## src/rtl/pipelined_ripple_subtractor_32bit_pkg.sv

```systemverilog
// Shared defaults and small helpers for the pipelined ripple-borrow subtractor.
package pipelined_ripple_subtractor_32bit_pkg;

  localparam int PRS_DEFAULT_WIDTH  = 32;
  localparam int PRS_DEFAULT_STAGES = 4;

  // Number of operand bits a stage passes on to the next one. Middle stages
  // forward the operand bits above their own slice; the last stage has no
  // upper bits left and keeps only the operand sign bit for overflow.
  function automatic int fwd_width(input int width, input int stages, input int k);
    int slice;
    slice = width / stages;
    if (k < stages - 1) begin
      return width - (k + 1) * slice;
    end
    return 1;
  endfunction

  // Signed overflow of a - b - bin. It occurs only when the operand signs
  // differ and the result sign differs from the minuend sign.
  function automatic logic sub_overflow(input logic a_msb, input logic b_msb, input logic d_msb);
    return (a_msb ^ b_msb) & (d_msb ^ a_msb);
  endfunction

endpackage

```

## src/rtl/pipelined_ripple_subtractor_32bit_rp_full_subtractor.sv

```systemverilog
// One-bit full subtractor cell: computes a - b - bin and the borrow out.
module rp_full_subtractor (
  input  logic a,
  input  logic b,
  input  logic bin,
  output logic diff,
  output logic borrow
);

  // Borrow when b exceeds a, or when a equals b and a borrow arrives.
  always_comb begin
    diff   = a ^ b ^ bin;
    borrow = (~a & b) | (~(a ^ b) & bin);
  end

endmodule

```

## src/rtl/pipelined_ripple_subtractor_32bit.sv

```systemverilog
// Pipelined ripple-borrow subtractor. Each stage resolves one WIDTH/STAGES
// slice and hands its borrow, the accumulated low result bits and the still
// unprocessed upper operand bits to the next stage. A single advance signal
// moves the whole pipeline, so a stalled output freezes every stage.
module pipelined_ripple_subtractor_32bit
  import pipelined_ripple_subtractor_32bit_pkg::*;
#(
  parameter int WIDTH  = PRS_DEFAULT_WIDTH,
  parameter int STAGES = PRS_DEFAULT_STAGES
) (
  input  logic             clk,
  input  logic             rst,
  input  logic [WIDTH-1:0] A,
  input  logic [WIDTH-1:0] B,
  input  logic             bin,
  input  logic             in_valid,
  output logic             in_ready,
  output logic [WIDTH-1:0] diff,
  output logic             Bout,
  output logic             ovf,
  output logic             out_valid,
  input  logic             out_ready
);

  // WIDTH must be a multiple of STAGES; every stage handles an equal slice.
  localparam int SLICE = WIDTH / STAGES;

  logic pipe_adv;

  genvar gi, gj;

  generate
    for (gi = 0; gi < STAGES; gi++) begin : gen_stage
      // IW: operand bits entering this stage (own slice plus everything above).
      // DW: result bits known once this stage has run.
      // FW: operand bits carried forward to the next stage.
      localparam int IW = WIDTH - gi * SLICE;
      localparam int DW = (gi + 1) * SLICE;
      localparam int FW = fwd_width(WIDTH, STAGES, gi);

      logic [IW-1:0]    a_i;
      logic [IW-1:0]    b_i;
      logic             bin_i;
      logic             v_i;
      logic [SLICE:0]   brw;
      logic [SLICE-1:0] slice_d;
      logic [DW-1:0]    diff_new;
      logic [FW-1:0]    a_fwd;
      logic [FW-1:0]    b_fwd;

      logic             valid_q, valid_d;
      logic             borrow_q, borrow_d;
      logic [DW-1:0]    diff_q, diff_d;
      logic [FW-1:0]    a_q, a_d;
      logic [FW-1:0]    b_q, b_d;

      if (gi == 0) begin : gen_src_port
        assign a_i      = A;
        assign b_i      = B;
        assign bin_i    = bin;
        assign v_i      = in_valid;
        assign diff_new = slice_d;
      end else begin : gen_src_stage
        assign a_i      = gen_stage[gi-1].a_q;
        assign b_i      = gen_stage[gi-1].b_q;
        assign bin_i    = gen_stage[gi-1].borrow_q;
        assign v_i      = gen_stage[gi-1].valid_q;
        assign diff_new = {slice_d, gen_stage[gi-1].diff_q};
      end

      // Ripple-borrow chain across this stage's slice.
      assign brw[0] = bin_i;
      for (gj = 0; gj < SLICE; gj++) begin : gen_bit
        rp_full_subtractor u_fs (
          .a      (a_i[gj]),
          .b      (b_i[gj]),
          .bin    (brw[gj]),
          .diff   (slice_d[gj]),
          .borrow (brw[gj+1])
        );
      end

      if (gi < STAGES - 1) begin : gen_fwd_upper
        assign a_fwd = a_i[IW-1:SLICE];
        assign b_fwd = b_i[IW-1:SLICE];
      end else begin : gen_fwd_sign
        assign a_fwd = a_i[IW-1];
        assign b_fwd = b_i[IW-1];
      end

      // Next-state: load from upstream when the pipeline advances, else hold.
      always_comb begin
        valid_d  = valid_q;
        borrow_d = borrow_q;
        diff_d   = diff_q;
        a_d      = a_q;
        b_d      = b_q;
        if (pipe_adv) begin
          valid_d  = v_i;
          borrow_d = brw[SLICE];
          diff_d   = diff_new;
          a_d      = a_fwd;
          b_d      = b_fwd;
        end
      end

      // Stage registers; reset flushes every in-flight operation.
      always_ff @(posedge clk) begin
        if (rst) begin
          valid_q  <= 1'b0;
          borrow_q <= 1'b0;
          diff_q   <= '0;
          a_q      <= '0;
          b_q      <= '0;
        end else begin
          valid_q  <= valid_d;
          borrow_q <= borrow_d;
          diff_q   <= diff_d;
          a_q      <= a_d;
          b_q      <= b_d;
        end
      end
    end
  endgenerate

  // Output view of the last stage and the shared advance/backpressure logic.
  // Overflow is formed from registered values only, so it stays stable during
  // a stall and reads 0 after reset.
  always_comb begin
    out_valid = gen_stage[STAGES-1].valid_q;
    diff      = gen_stage[STAGES-1].diff_q;
    Bout      = gen_stage[STAGES-1].borrow_q;
    ovf       = sub_overflow(gen_stage[STAGES-1].a_q[0],
                             gen_stage[STAGES-1].b_q[0],
                             gen_stage[STAGES-1].diff_q[WIDTH-1]);
    in_ready  = !out_valid || out_ready;
    pipe_adv  = in_ready;
  end

endmodule

```

## config.mk

```make
export PLATFORM = sky130hd
export DESIGN_NAME = pipelined_ripple_subtractor_32bit
export DESIGN_NICKNAME = d
export VERILOG_FILES = /design/src/rtl/pipelined_ripple_subtractor_32bit_pkg.sv /design/src/rtl/pipelined_ripple_subtractor_32bit_rp_full_subtractor.sv /design/src/rtl/pipelined_ripple_subtractor_32bit.sv
export SDC_FILE = /design/constraint.sdc
export NUM_CORES = 1
export LEC_CHECK = 0
export BUFFER_PORTS_ARGS = -buffer_cell sky130_fd_sc_hd__buf_2
export CAP_MARGIN = 20
export CORE_MARGIN = 1
export CORE_UTILIZATION = 54
export CTS_BUF_LIST = sky130_fd_sc_hd__clkbuf_8
export DETAILED_ROUTE_END_ITERATION = 8
export PLACE_DENSITY = 0.78
export SYNTH_ARGS = -nofsm -noshare
export SYNTH_HDL_FRONTEND = slang
export SYNTH_SLANG_ARGS = --single-unit
```

## constraint.sdc

```tcl
create_clock -name clk -period 4 [get_ports clk]
set_input_delay 0.6 -clock clk [delete_from_list [all_inputs] [get_ports clk]]
set_output_delay 0.6 -clock clk [all_outputs]
set_load 0.005 [all_outputs]
```

Yosys cells after proc, flatten, opt, wreduce, memory -nomap -nowiden
Index checks and enable logic that the tools add are counted. W data, S select, Z words.

Bits in registers: 186. Latch bits: 0. Bits in writable memories: 0. ROM bits: 0. Bits of input ports: 69. Output and inout port bits: 36. Logic and storage cells: 249. Memories kept: 0.

Add/sub/neg operators: 0. Multiply operators: 0. Divide/modulo/power cells: 0. Order comparisons: 0. Equal/unequal tests: 0. Shift-type cells: 0. Muxes and demuxes: 0. Bitwise logic cells: 227. Reductions and logical operators: 2.

Operators with widths (count): $xor A1 B1 Y1 (66); $and A1 B1 Y1 (65); $not A1 Y1 (64); $or A1 B1 Y1 (32); $logic_not A1 Y1 (1); $logic_or A1 B1 Y1 (1).

Depth between registers and ports, before layout
Depth in word-level cells: 18. Depth in mapped cells: 13. Mapped depth without buffers: 13.

Modules after synthesis
A second synthesis with hierarchy kept.

Cells, all modules: 826. Area, all modules: 8580.7 µm².

Modules (own cells, without submodules): pipelined_ripple_subtractor_32bit (times used 1, cells each 716, area each 7647.3 µm², sequential area each 3723.6 µm²); rp_full_subtractor at gen_stage[1].gen_bit[6].u_fs ... (times used 18, cells each 3, area each 27.5 µm², sequential area each 0.0 µm²); rp_full_subtractor at gen_stage[0].gen_bit[0].u_fs ... (times used 14, cells each 4, area each 31.3 µm², sequential area each 0.0 µm²).

Least setup slack after synthesis
Ideal clock, no wire load.

Path type: reg2reg. Start: register gen_stage[0].borrow_q. End: register gen_stage[1].diff_q[15]. Setup time: 0.121 ns. Arrival time: 3.812 ns. Data required time: 3.879 ns. Slack: 0.067 ns. Cell stages (with the launch flop): 14. Path buffers: 0. Period minus slack after synthesis: 3.933 ns. Cell sequence: dfxtp_1 inv_1 fa_1 inv_1 fa_1 fa_1 fa_1 fa_1 fa_1 fa_1 inv_1 fa_1 nand2b_1 mux2i_1.

Longest elaborated chain between the ends: 15.

RTL lines: start: declaration (RTL line pipelined_ripple_subtractor_32bit.sv:52) `logic borrow_q, borrow_d;`; start signal: assignment (RTL line pipelined_ripple_subtractor_32bit.sv:117) `borrow_q <= borrow_d;`; $and A1 B1 Y1 (RTL line pipelined_ripple_subtractor_32bit_rp_full_subtractor.sv:13) `borrow = (~a & b) | (~(a ^ b) & bin);`; $or A1 B1 Y1 (RTL line pipelined_ripple_subtractor_32bit_rp_full_subtractor.sv:13); $and A1 B1 Y1 (RTL line pipelined_ripple_subtractor_32bit_rp_full_subtractor.sv:13); $or A1 B1 Y1 (RTL line pipelined_ripple_subtractor_32bit_rp_full_subtractor.sv:13); $and A1 B1 Y1 (RTL line pipelined_ripple_subtractor_32bit_rp_full_subtractor.sv:13); $or A1 B1 Y1 (RTL line pipelined_ripple_subtractor_32bit_rp_full_subtractor.sv:13); $and A1 B1 Y1 (RTL line pipelined_ripple_subtractor_32bit_rp_full_subtractor.sv:13); $or A1 B1 Y1 (RTL line pipelined_ripple_subtractor_32bit_rp_full_subtractor.sv:13); $and A1 B1 Y1 (RTL line pipelined_ripple_subtractor_32bit_rp_full_subtractor.sv:13); $or A1 B1 Y1 (RTL line pipelined_ripple_subtractor_32bit_rp_full_subtractor.sv:13); $and A1 B1 Y1 (RTL line pipelined_ripple_subtractor_32bit_rp_full_subtractor.sv:13); $or A1 B1 Y1 (RTL line pipelined_ripple_subtractor_32bit_rp_full_subtractor.sv:13); $and A1 B1 Y1 (RTL line pipelined_ripple_subtractor_32bit_rp_full_subtractor.sv:13); $or A1 B1 Y1 (RTL line pipelined_ripple_subtractor_32bit_rp_full_subtractor.sv:13); $xor A1 B1 Y1 (RTL line pipelined_ripple_subtractor_32bit_rp_full_subtractor.sv:12) `diff = a ^ b ^ bin;`; named net gen_stage[1].gen_bit[7].u_fs.diff (RTL line pipelined_ripple_subtractor_32bit_rp_full_subtractor.sv:6) `output logic diff,`; end signal: assignment (RTL line pipelined_ripple_subtractor_32bit.sv:118) `diff_q <= diff_d;`; end: declaration (RTL line pipelined_ripple_subtractor_32bit.sv:53) `logic [DW-1:0] diff_q, diff_d;`.

The timed path passes the listed nets, and every way through them passes these cells. A chain may end at the register's enable or synchronous reset.

Worst setup path in the final report
Ends and elaborated chain as after synthesis.

==> key figures <==
Outcome
  • Status: finished clean

Global route
  • Largest net degree at the start of global routing: between 100 and 150
  • First-pass GRT wire length: 26400 µm
  • Total grt overflow: 0
  • Met1 usage: 30.8%
  • Vias in the first global route: 5143
  • Grt met3 use: around 3.9%
  • Met2 Use GR: between 20% and 30%
  • Antenna violations before repair: 0
  • Total Routing Usage GR: 20.6%
  • Busiest layer in global routing: met1

Run
  • MaxCap Viol Count: 0

Routing
  • WL/cell: 15.2 µm
  • # DRC: 0
  • Drt pass-1 iters: 4
  • Post-route ant nets: 0
  • DR vias/cell: approximately 5.3
  • Drt total wl: around 16000 µm
  • Routed vias: about 5500
  • First DRT Iteration DRCs: roughly 500

Critical path
  • Worst path max stage delay: around 0.41 ns
  • Worst reg2reg setup slack: 0.19 ns
  • R2R cell count: 13
  • Critical path type: reg2reg
  • Reg-to-reg endpoint: gen_stage[1].diff_q[15]
  • Reg-to-Reg Start: gen_stage[0].borrow_q
  • CP Cell Sequence: inv_1 > fa_1 > inv_1 > fa_2 > fa_2 > fa_2 > fa_2 > fa_2 > fa_1 > inv_1 > fa_1 > nand2b_1 > mux2i_1
  • Worst EP required: ~4.3 ns
  • Critical path arrival: around 4.2 ns
  • Max stage delay cell, worst path: fa_2
  • Startpoint types: register
  • Cell mode on critical path: fa_2
  • Crit path buffers/inverters: 3
  • Max FO, Critical Path: 2
  • Critical Path Sink Type: register
  • Cell family with most CP delay: adder cells

Pwr
  • P_leak: between 0.003 and 0.004 µW
  • Power density over the cells: roughly 420 nW/µm²
  • Peak VDD IR: 0.209 mV

Clock tree
  • CTS tree: built
  • TritonCTS Buffers: 17
  • Hold buffer count at CTS: 0
  • CTS resizes: 6
  • CTS HTree Levels: 4
  • CTS clk-pin slew, worst paths: 0.09 ns
  • Postcts setup bufs: 0
  • Clk Latency, worst-skew pair: approximately 0.47 ns
  • Clock sink total: ~190
  • Root buf cell: clkbuf_8
  • Maximum clock path buffer count: 2

Yosys
  • Seq/Total Area, Yosys: 44.1%
  • Syn Std Cell Area: between 8000 and 9000 µm²
  • Unique masters post-synth: 21
  • Synth Register Bits: about 190
  • Synth warn: 0
  • Area leader, netlist: dfxtp_1
  • Avg Cell Area, Syn: around 11 µm²
  • Yosys top cell area share: about 44%
  • Syn Inst Count: just under 800
  • Synth top area cells: dfxtp_1 44%, nand2b_1 12%, mux2i_1 9.7%, fa_1 7.6%, nand4bb_1 6.7%
  • Syn_nets: slightly below 900

Final layout
  • Nets: ~940
  • # fillers: ~1300
  • Area of the multi-input gates: between 4000 and 5000 µm²
  • Finished Core Util: roughly 62%
  • Non-Filler Instances: ~1000
  • Register Area: ~3700 µm²
  • Area Overhead vs Synth: 11.1%
  • Most common cell after layout, fill and taps aside: dfxtp_1
  • Antenna diodes: 0
  • Layout cells sized above 1: 18.6%
  • Most frequent cells in the layout: 185 x dfxtp_1, 158 x nand2b_1, 103 x buf_2, 82 x mux2i_1, 50 x nand4bb_1

Floorplanning
  • Initial core utilization: a little under three fifths
  • Ports: around 110
  • CORE AREA: 15200 µm²
  • Die Area: around 16000 µm²
  • Die width: ~130 µm
  • Die Span Y: ~130 µm
  • Rows: 45

Placement
  • Inst Count DP: 1011
  • Placed wire-length estimate: between 9000 and 10000 µm
  • Gp weighted congestion: 0.792
  • Dpl ws: -0.111 ns
  • I/O Buffers: between 100 and 150

STA
  • Relative slew margins: approximately 36%
  • Final worst-path cycle share: 95.3%
  • Final Skew: 0.0112 ns
  • RSZ-0062 raised after global routing: false
  • Max Freq: about 0.26 GHz
  • Final Hold Vio Count: 0
  • Post-route setup slack: around 0.19 ns
  • Endpoints failing setup: 0
  • Min cycle time layout: approximately 3.8 ns
  • Final slew viol count: 0
  • Least-Margin Pin Slew: ~0.96 ns

Min path
  • Hold wc startpoint: A[10]
  • WHS Path Cells: 3
  • Worst hold path type: in2reg
  • Hold Path End: gen_stage[0].a_q[2]
## worst reg2reg max path, cell delays in order, from the launching register on
cell      delay, ns
dfxtp_1        0.32
inv_1          0.08
fa_1           0.18
inv_1          0.06
fa_2           0.40
fa_2           0.41
fa_2           0.41
fa_2           0.40
fa_2           0.40
fa_1           0.41
inv_1          0.08
fa_1           0.39
nand2b_1       0.08
mux2i_1        0.06
## cells in the mapped netlist
master / count
a211oi_1: 28
a21oi_1: 1
buf_2: 7
buf_4: 11
buf_6: 7
buf_8: 4
clkbuf_1: 36
clkbuf_2: 6
dfxtp_1: 186
fa_1: 32
inv_1: 45
inv_4: 1
mux2i_1: 82
nand2b_1: 158
nand3b_1: 1
nand4bb_1: 50
nor2b_1: 1
nor3b_1: 28
o21ai_0: 28
o21ai_1: 48
or4bb_1: 25
## area by class of cell
cell class / instances / share of cell area (%)
clock buffer: 18 / 2.64
clock inverter: 14 / 2.56
inverter: 46 / 1.87
multi-input combinational: 482 / 44.4
sequential: 186 / 39.7
tap: 188 / 2.51
timing repair buffer: 109 / 6.29
## through the flow
| step | total power, µW | cell area, µm² | hold WS, ns | TNS, ns |
|---|---|---|---|---|
| 3_5_place_dp | 2520 | 8850 | 0.430 | -0.334 |
| 3_3_place_gp | 2500 | 8850 | 0.432 | -0.00596 |
| 2_1_floorplan | 2370 | 8430 | 0.425 | 0 |
| 4_1_cts | 4000 | 9350 | 0.351 | 0 |
| 5_1_grt | 4160 | 9370 | 0.361 | 0 |
| 6_report | 3980 | 9370 | 0.374 | 0 |
## kinds of logic after synthesis
| kind of cell | Yosys count | synth area share, % |
|---|---|---|
| fa+ha+maj | 32 | 7.60 |
| simple gates | 263 | 24.4 |
| buf+inv | 117 | 7.08 |
| mux | 82 | 9.73 |
| flops | 186 | 44.1 |
| compound gates | 105 | 7.06 |
## worst max-delay path by stage
stage / from / to / slack (ns) / cells after the start
6_report: gen_stage[0].borrow_q / gen_stage[1].diff_q[15] / 0.19 / 13
5_1_grt: gen_stage[0].borrow_q / gen_stage[1].diff_q[15] / 0.02 / 13
4_1_cts: gen_stage[1].b_q[0] / gen_stage[2].diff_q[23] / 0.007 / 13
3_5_place_dp: gen_stage[2].borrow_q / diff[31] / -0.11 / 13
3_3_place_gp: gen_stage[2].borrow_q / diff[31] / -0.006 / 13
2_1_floorplan: gen_stage[0].borrow_q / gen_stage[1].diff_q[15] / 0.07 / 13
## per-layer routing
layer  vias to the layer above  wire [µm]
li1                       2791          -
met1                      2613       8260
met2                       107       6850
met3                        13        628
met4                         0        159
met5                         -          0
## state kept, by name (all words and copies together) (netlist names)
signal / count
gen_stage.a_q: 49
gen_stage.b_q: 49
gen_stage.diff_q: 48
diff: 32
gen_stage.borrow_q: 3
gen_stage.valid_q: 3
Bout: 1
out_valid: 1
## power by group
group / internal, µW / total (µW) / switching [µW]
clock network: 829 / 1500 / 672
logic: 221 / 439 / 219
registers: 1980 / 2040 / 58.3
total: 3030 / 3980 / 950
(Power assumes the default switching activity.)
